`src/rtl/mul4_sched.sv`:
```
// mul4_sched: two-port round-robin scheduler in front of one shared 4x4
// shift-and-add multiplier. A request is captured in IDLE, computed over four
// CALC cycles (one multiplier bit per cycle) and then held in DONE until ack.
module mul4_sched #(
    parameter bit PRIO_INIT = 1'b0
) (
    input  logic       clk,
    input  logic       rst_n,
    input  logic       req0,
    input  logic [3:0] a0,
    input  logic [3:0] b0,
    output logic       gnt0,
    input  logic       req1,
    input  logic [3:0] a1,
    input  logic [3:0] b1,
    output logic       gnt1,
    output logic       busy,
    output logic       done,
    output logic       done_id,
    output logic [7:0] product,
    input  logic       ack
);

    typedef enum logic [1:0] {
        IDLE = 2'd0,
        CALC = 2'd1,
        DONE = 2'd2
    } state_t;

    state_t      state;
    state_t      next_state;

    logic [3:0]  mcand;
    logic [3:0]  mplier;
    logic [7:0]  acc;
    logic [1:0]  cnt;
    logic        owner;
    logic        prio;

    logic        any_req;
    logic        win1;

    // Port 1 wins when it is alone, or when both ask and the pointer favours it.
    assign any_req = req0 | req1;
    assign win1    = req1 & (~req0 | prio);

    // State register; reset drops straight back to IDLE, abandoning any operation.
    always_ff @(posedge clk or negedge rst_n) begin
        if (!rst_n) begin
            state <= IDLE;
        end else begin
            state <= next_state;
        end
    end

    // Next-state logic: four CALC cycles, then DONE holds until ack.
    always_comb begin
        next_state = state;
        case (state)
            IDLE: if (any_req) next_state = CALC;
            CALC: if (cnt == 2'd3) next_state = DONE;
            DONE: if (ack) next_state = IDLE;
            default: next_state = IDLE;
        endcase
    end

    // Shared datapath: operand capture, one shift-and-add step per CALC cycle,
    // and the round-robin pointer moving away from the port just served.
    always_ff @(posedge clk or negedge rst_n) begin
        if (!rst_n) begin
            mcand  <= 4'd0;
            mplier <= 4'd0;
            acc    <= 8'd0;
            cnt    <= 2'd0;
            owner  <= 1'b0;
            prio   <= PRIO_INIT;
        end else begin
            case (state)
                IDLE: begin
                    if (any_req) begin
                        mcand  <= win1 ? a1 : a0;
                        mplier <= win1 ? b1 : b0;
                        acc    <= 8'd0;
                        cnt    <= 2'd0;
                        owner  <= win1;
                    end
                end
                CALC: begin
                    if (mplier[cnt]) begin
                        acc <= acc + (8'(mcand) << cnt);
                    end
                    cnt <= cnt + 2'd1;
                end
                DONE: begin
                    if (ack) begin
                        prio <= ~owner;
                    end
                end
                default: begin
                    cnt <= 2'd0;
                end
            endcase
        end
    end

    // Outputs: grant only in the first CALC cycle, result visible only in DONE.
    always_comb begin
        busy    = (state != IDLE);
        done    = (state == DONE);
        gnt0    = (state == CALC) && (cnt == 2'd0) && !owner;
        gnt1    = (state == CALC) && (cnt == 2'd0) && owner;
        done_id = done & owner;
        product = done ? acc : 8'd0;
    end

endmodule

```
`config.mk`:
```
export PLATFORM = sky130hd
export DESIGN_NAME = mul4_sched
export DESIGN_NICKNAME = d
export VERILOG_FILES = /design/src/rtl/mul4_sched.sv
export SDC_FILE = /design/constraint.sdc
export NUM_CORES = 1
export LEC_CHECK = 0
export ABC_AREA = 1
export CORE_ASPECT_RATIO = 0.6
export CORE_MARGIN = 8
export CORE_UTILIZATION = 55
export CTS_CLUSTER_SIZE = 25
export DETAILED_ROUTE_END_ITERATION = 16
export DONT_BUFFER_PORTS = 1
export HOLD_SLACK_MARGIN = 0.08
export PLACE_DENSITY = 0.7
export SETUP_SLACK_MARGIN = 0.02
export SLEW_MARGIN = 15
export SYNTH_ARGS = -nofsm -noshare
export SYNTH_HDL_FRONTEND = slang
export SYNTH_SLANG_ARGS = --single-unit
export TNS_END_PERCENT = 5
```
`constraint.sdc`:
```
create_clock -name clk -period 2.36 [get_ports clk]
set_input_delay 0.118 -clock clk [delete_from_list [all_inputs] [get_ports clk]]
set_output_delay 0.118 -clock clk [all_outputs]
set_load 0.01 [all_outputs]
```
==> results of run 1 <==
worst max-delay path by stage:
stage,slack [ps],end,from,depth (start not counted)
floorplan,500,acc[6],cnt[0],10
global placement,470,acc[6],cnt[0],9
detailed placement,330,acc[6],cnt[0],9
CTS,320,acc[6],cnt[0],9
global route,130,acc[6],cnt[0],9
finish,300,acc[6],cnt[0],9
flip-flops by register name, summed over array words and instances, names as in the netlist:
register and cells:
acc 8, state 2, owner 1, prio 1, mplier 4, mcand 4
cnt 2
routing by layer:
layer	up-vias	GRT usage
li1	688	-
met1	599	0.2277
met2	60	0.2307
met3	7	0.05263
met4	0	0.04975
met5	-	0
final cells by class:
cell class              count  area share
well taps                  32     0.02327
repair buffers             17     0.09891
clock buffers               4     0.03200
flip-flops and latches     22      0.3200
inverters                  37     0.08218
multi-input cells         140      0.4436
layout by cell type (no fill, tap or decap), drive strengths merged:
master,n
nand2,40
mux2i,1
clkbuf,4
o22ai,9
xor2,1
dlygate4sd3,17
nor3,4
nand3,13
dfrtp,22
fa,1
or2,1
nor2,25
nand4,3
inv,37
xnor2,1
a21oi,6
ha,9
o21ai,26
power by group:
part / leakage, nW / internal, mW / switching (mW)
combinational: 0.555 / 0.552 / 0.887
sequential: 0.278 / 0.545 / 0.141
clock: 0.0288 / 0.149 / 0.127
kinds of logic after synthesis:
| group | synth area share |
|---|---|
| AND/OR/NAND/NOR | 0.2610 |
| AO/OA/AOI/OAI | 0.1461 |
| buffers and inverters | 0.1132 |
| flip-flops | 0.3716 |
| adder cells (fa/ha/maj) | 0.08953 |
| XOR/XNOR | 0.01183 |
| multiplexers | 0.006757 |
what timing repair did:
item / CTS / global route
hold buffers: 16 / 1
endpoints found under the setup margin: 0 / 0
hold endpoints to repair: 31 / 1
gates resized for setup: 0 / 0
==> impl_metrics.toml, run 1 <==
[routing]
dr.first_iter.drc_count = 110
drt_wl_total_um = 3797
ant_nets = 0
met3_length_um = 336
met1_length_um = 1828
route.detailed.drc = 0
routed_via_density = 5.373
dr.max_layer_used = "met4"
vias = 1354
avgRoutedWirePerCell_um = 15.07
route.met2.wl_um = 1588
dr.pass1.iters = 5

[die]
die-width_um = 83
num_rows = 14
die-height_um = 56.20
initial_core_util = 0.5833
die-area_um2 = 4665
core-area_um2 = 2540
pin_count = 34

[sta]
fin_hold_ws_ps = 107.6
slew_violations = 0
fin_skew_ps = 4.077
fmax_ghz = 0.4843
setup_violations = 0
max-slew-margin-rel = 0.3348
rsz0062_at_grt = "no"
period_needed_ps = 2065
worstMarginPinSlew_ps = 994.5
hold_violations = 0
setup_tns_ps = 0
period_share = 0.8750
fin_ws_ps = 295.1

[setup_path]
max_stage_delay_ps = 490
slowest_stage = "dfrtp_1"
cp.required_ps = 2520
crit_family = "simple AND/OR/NAND/NOR gates"
worstReg2RegStart = "cnt[0]"
crit_path_start_kind = "flop"
crit_buf_inv = 0
r2r_end = "acc[6]"
path_cells = "o21ai_0 -> mux2i_1 -> ha_1 -> a21oi_1 -> or2_2 -> nand3_1 -> nand2_1 -> nand3_1 -> nand2_1"
ff2ff_setup_slack_ps = 300
ff2ff_path_depth = 9
worst-setup-path-type = "flop to flop"
arrival_ps = 2230
crit_fanout = 12
end_kind = "flop"

[synth]
synth_largest_area_cell = "dfrtp_1"
synth_top_area_share = 0.3716
syn_nets = 233
postSynth.asyncResetShare = 1.000
yosys_warnings = 0
yosys_most_used_dff = "dfrtp_1"
synth_edf_count = 0
synth_commonest_cells = "nand2_1, inv_1, nor2_1, o21ai_0, dfrtp_1"
yosys-top-cells-area = "dfrtp_1, nand2_1, o21ai_0"
synth.most_common_cell = "nand2_1"
syn_inst = 202
ys_ff_latch = 22
ys_seq_area_frac = 0.3716
syn_area_per_cell_um2 = 7.334
synth_cell_types = 24
synth_area_um2 = 1481

[global_route]
grt_pass1_wl_um = 6375
overflow = 0
track_usage = 0.1639
grt_max_degree = 23
antenna_found_initial = 0
grt_pass1_vias = 1360

[cells_and_area]
seq_area_um2 = 550.5
num_antenna_cells = 0
drive_above_1_share = 0.08182
nets = 252
multi_input_area_um2 = 763.2
nFillCells = 230
fin_area_um2 = 1720
layoutNonFillerInstCount = 252
area_delta_synth_final_pct = 16.13
final_util = 0.6773

[worst_hold_path]
hold_class = "primary input to flop"
worstHoldStart = "a0[3]"
hold_depth = 2
hold_end = "mcand[3]"

[status]
outcome = "complete, no violations"

[pwr]
cellLeakagePower_nw = 0.8617
total_power_mw = 2.401
p_per_area_nw_per_um2 = 1396
peakVddDrop_mv = 0.6327

[placed_design]
placed_cell_area_um2 = 1495
dp_hpwl_um = 2843
io_buffer_count = 0
gp_congestion = 0.9127
dp.cells = 231
post-place-ws_ps = 329.8

[clock_network]
cts_buffer_depth = 2
postCtsSetupRepairBufs = 0
htreeDepth = 1
root_buffer = "clkbuf_8"
clock_sinks = 22
cts.clk_slew.worst_paths_ps = 80
cts_buffers = 3
cts_tree = "done"
clk_latency_ps = 270

[run]
max_cap_viol_count = 0
No activity file was read; power rests on OpenSTA's default activity.
==> run 2: changes to the inputs <==
--- a/config.mk
+++ b/config.mk
@@ -13,7 +13,9 @@
 export DETAILED_ROUTE_END_ITERATION = 16
 export DONT_BUFFER_PORTS = 1
 export HOLD_SLACK_MARGIN = 0.08
+export MAX_ROUTING_LAYER = met4
 export PLACE_DENSITY = 0.7
+export RECOVER_POWER = 50
 export SETUP_SLACK_MARGIN = 0.02
 export SLEW_MARGIN = 15
 export SYNTH_ARGS = -nofsm -noshare
==> run 2 against run 1 <==
First-iteration DRC count rose by 1.8%. Count of clock-buffer cells in the layout stayed put. Fmax grew 0.14%. Via count up 0.59%. Total power hardly changed. Non-clock buffer count did not move. Worst setup slack better by 2.9 ps. Critical path type unchanged. Largest power group unchanged.
==> impl_metrics.toml, run 2 (same netlist as run 1, synthesis figures left out) <==
[pwr]
p_per_area_nw_per_um2 = 1395
p_seq_frac = 0.286
total_power_mw = 2.401
clock_power_share = 0.115
p_int_mw = 1.246
p_sw_frac = 0.4810
comb_power_share = 0.600
switchingPower_mw = 1.155
peakVddDrop_mv = 0.6332
cellLeakagePower_nw = 0.8620

[die]
die-width_um = 83
num_rows = 14
pin_count = 34
die-area_um2 = 4665
core-area_um2 = 2540
initial_core_util = 0.5833
die-height_um = 56.20

[status]
outcome = "complete, no violations"

[placed_design]
io_buffer_count = 0
dp_hpwl_um = 2843
gp_congestion = 0.9284

[setup_path]
crit_family = "simple AND/OR/NAND/NOR gates"
max_stage_delay_ps = 490
crit_buf_inv = 0
crit_path_start_kind = "flop"
worst-setup-path-type = "flop to flop"
crit_fanout = 12
arrival_ps = 2220
path_cells = "o21ai_0 -> mux2i_1 -> ha_1 -> a21oi_1 -> or2_2 -> nand3_1 -> nand2_1 -> nand3_1 -> nand2_1"
slowest_stage = "dfrtp_1"
end_kind = "flop"
cp.required_ps = 2520

[clock_network]
htreeDepth = 1
root_buffer = "clkbuf_8"
clk_latency_ps = 270
cts.clk_slew.worst_paths_ps = 80
cts_buffer_depth = 2
cts_buffers = 3
cts_tree = "done"
clock_sinks = 22

[run]
max_cap_viol_count = 0

[sta]
setup_violations = 0
setup_tns_ps = 0
period_needed_ps = 2062
hold_violations = 0
fin_skew_ps = 4.065
worstMarginPinSlew_ps = 991.8
period_share = 0.8737
max-slew-margin-rel = 0.3366
rsz0062_at_grt = "no"
slew_violations = 0
fmax_ghz = 0.4850

[cells_and_area]
drive_above_1_share = 0.07273
nets = 252
area_delta_synth_final_pct = 16.13
nFillCells = 230
multi_input_area_um2 = 763.2
most-common-layout-cells = "nand2_1, inv_1, o21ai_0, nor2_1, dfrtp_1"
top_regs = "acc (8), mcand (4), mplier (4)"
largest_reg_flops = 8
max_flop_register = "acc"
final_common_cell = "nand2_1"
num_antenna_cells = 0
seq_area_um2 = 550.5

[routing]
dr.pass1.iters = 4
routed_via_density = 5.405
vias = 1362
drt_wl_total_um = 3815
ant_nets = 0
route.detailed.drc = 0
avgRoutedWirePerCell_um = 15.14
dr.first_iter.drc_count = 112

[global_route]
antenna_found_initial = 0
track_usage = 0.1684
grt_pass1_wl_um = 6375
overflow = 0
grt_pass1_vias = 1360
grt_max_degree = 23

[worst_hold_path]
hold_class = "primary input to flop"
run 2: power by group through the flow:
stage / clock network (mW) / registers (mW) / logic [mW]
6_report: 0.275 / 0.686 / 1.44
5_1_grt: 0.298 / 0.707 / 1.62
4_1_cts: 0.279 / 0.683 / 1.41
3_5_place_dp: 0 / 0.691 / 1.28
3_3_place_gp: 0 / 0.681 / 1.24
2_1_floorplan: 0 / 0.628 / 1.09
run 2: area by class of cell:
cell class	count	share of cell area
clock buffers	4	0.03200
inverters	37	0.08218
multi-input cells	140	0.4436
flip-flops and latches	22	0.3200
well taps	32	0.02327
repair buffers	17	0.09891
run 2: timing repair:
item	in CTS	in global routing
gates resized for setup	0	0
setup buffers	0	0
endpoints found under the hold margin	31	1
hold buffers	16	1
run 2: through the flow:
stage / util / setup slack (ps) / hold WS (ps) / cell area, um2 / std cells
final: 0.6773 / 298.0 / 111.6 / 1720 / 252
after CTS: 0.6734 / 323.9 / 86.40 / 1710 / 251
after detailed placement: 0.5887 / 329.8 / -177.1 / 1495 / 231
after floorplan: - / 495.8 / -177.6 / 1481 / 202
after global placement: 0.5887 / 467.4 / -177.1 / 1495 / 231
after global routing: 0.6773 / 132.8 / 115.2 / 1720 / 252
run 2: routing by layer:
metal / vias to the layer above / track usage / wire (um)
met5: - / - / 0
met4: 0 / 0.04975 / 43
met3: 7 / 0.04240 / 255
met2: 59 / 0.2307 / 1595
met1: 606 / 0.2336 / 1919
li1: 690 / - / -
run 2: final timing paths:
| path | cells past startpoint | to | startpoint | slack (ps) |
|---|---|---|---|---|
| max in group asynchronous | 1 | cnt[1] | rst_n | 1300 |
| worst max-delay path | 9 | acc[6] | cnt[0] | 300 |
| worst min register to register | 2 | prio | prio | 490 |
| worst min-delay path | 2 | mcand[3] | a0[3] | 110 |
| worst max register to register | 9 | acc[6] | cnt[0] | 300 |
| min in group asynchronous | 1 | mplier[1] | rst_n | 450 |
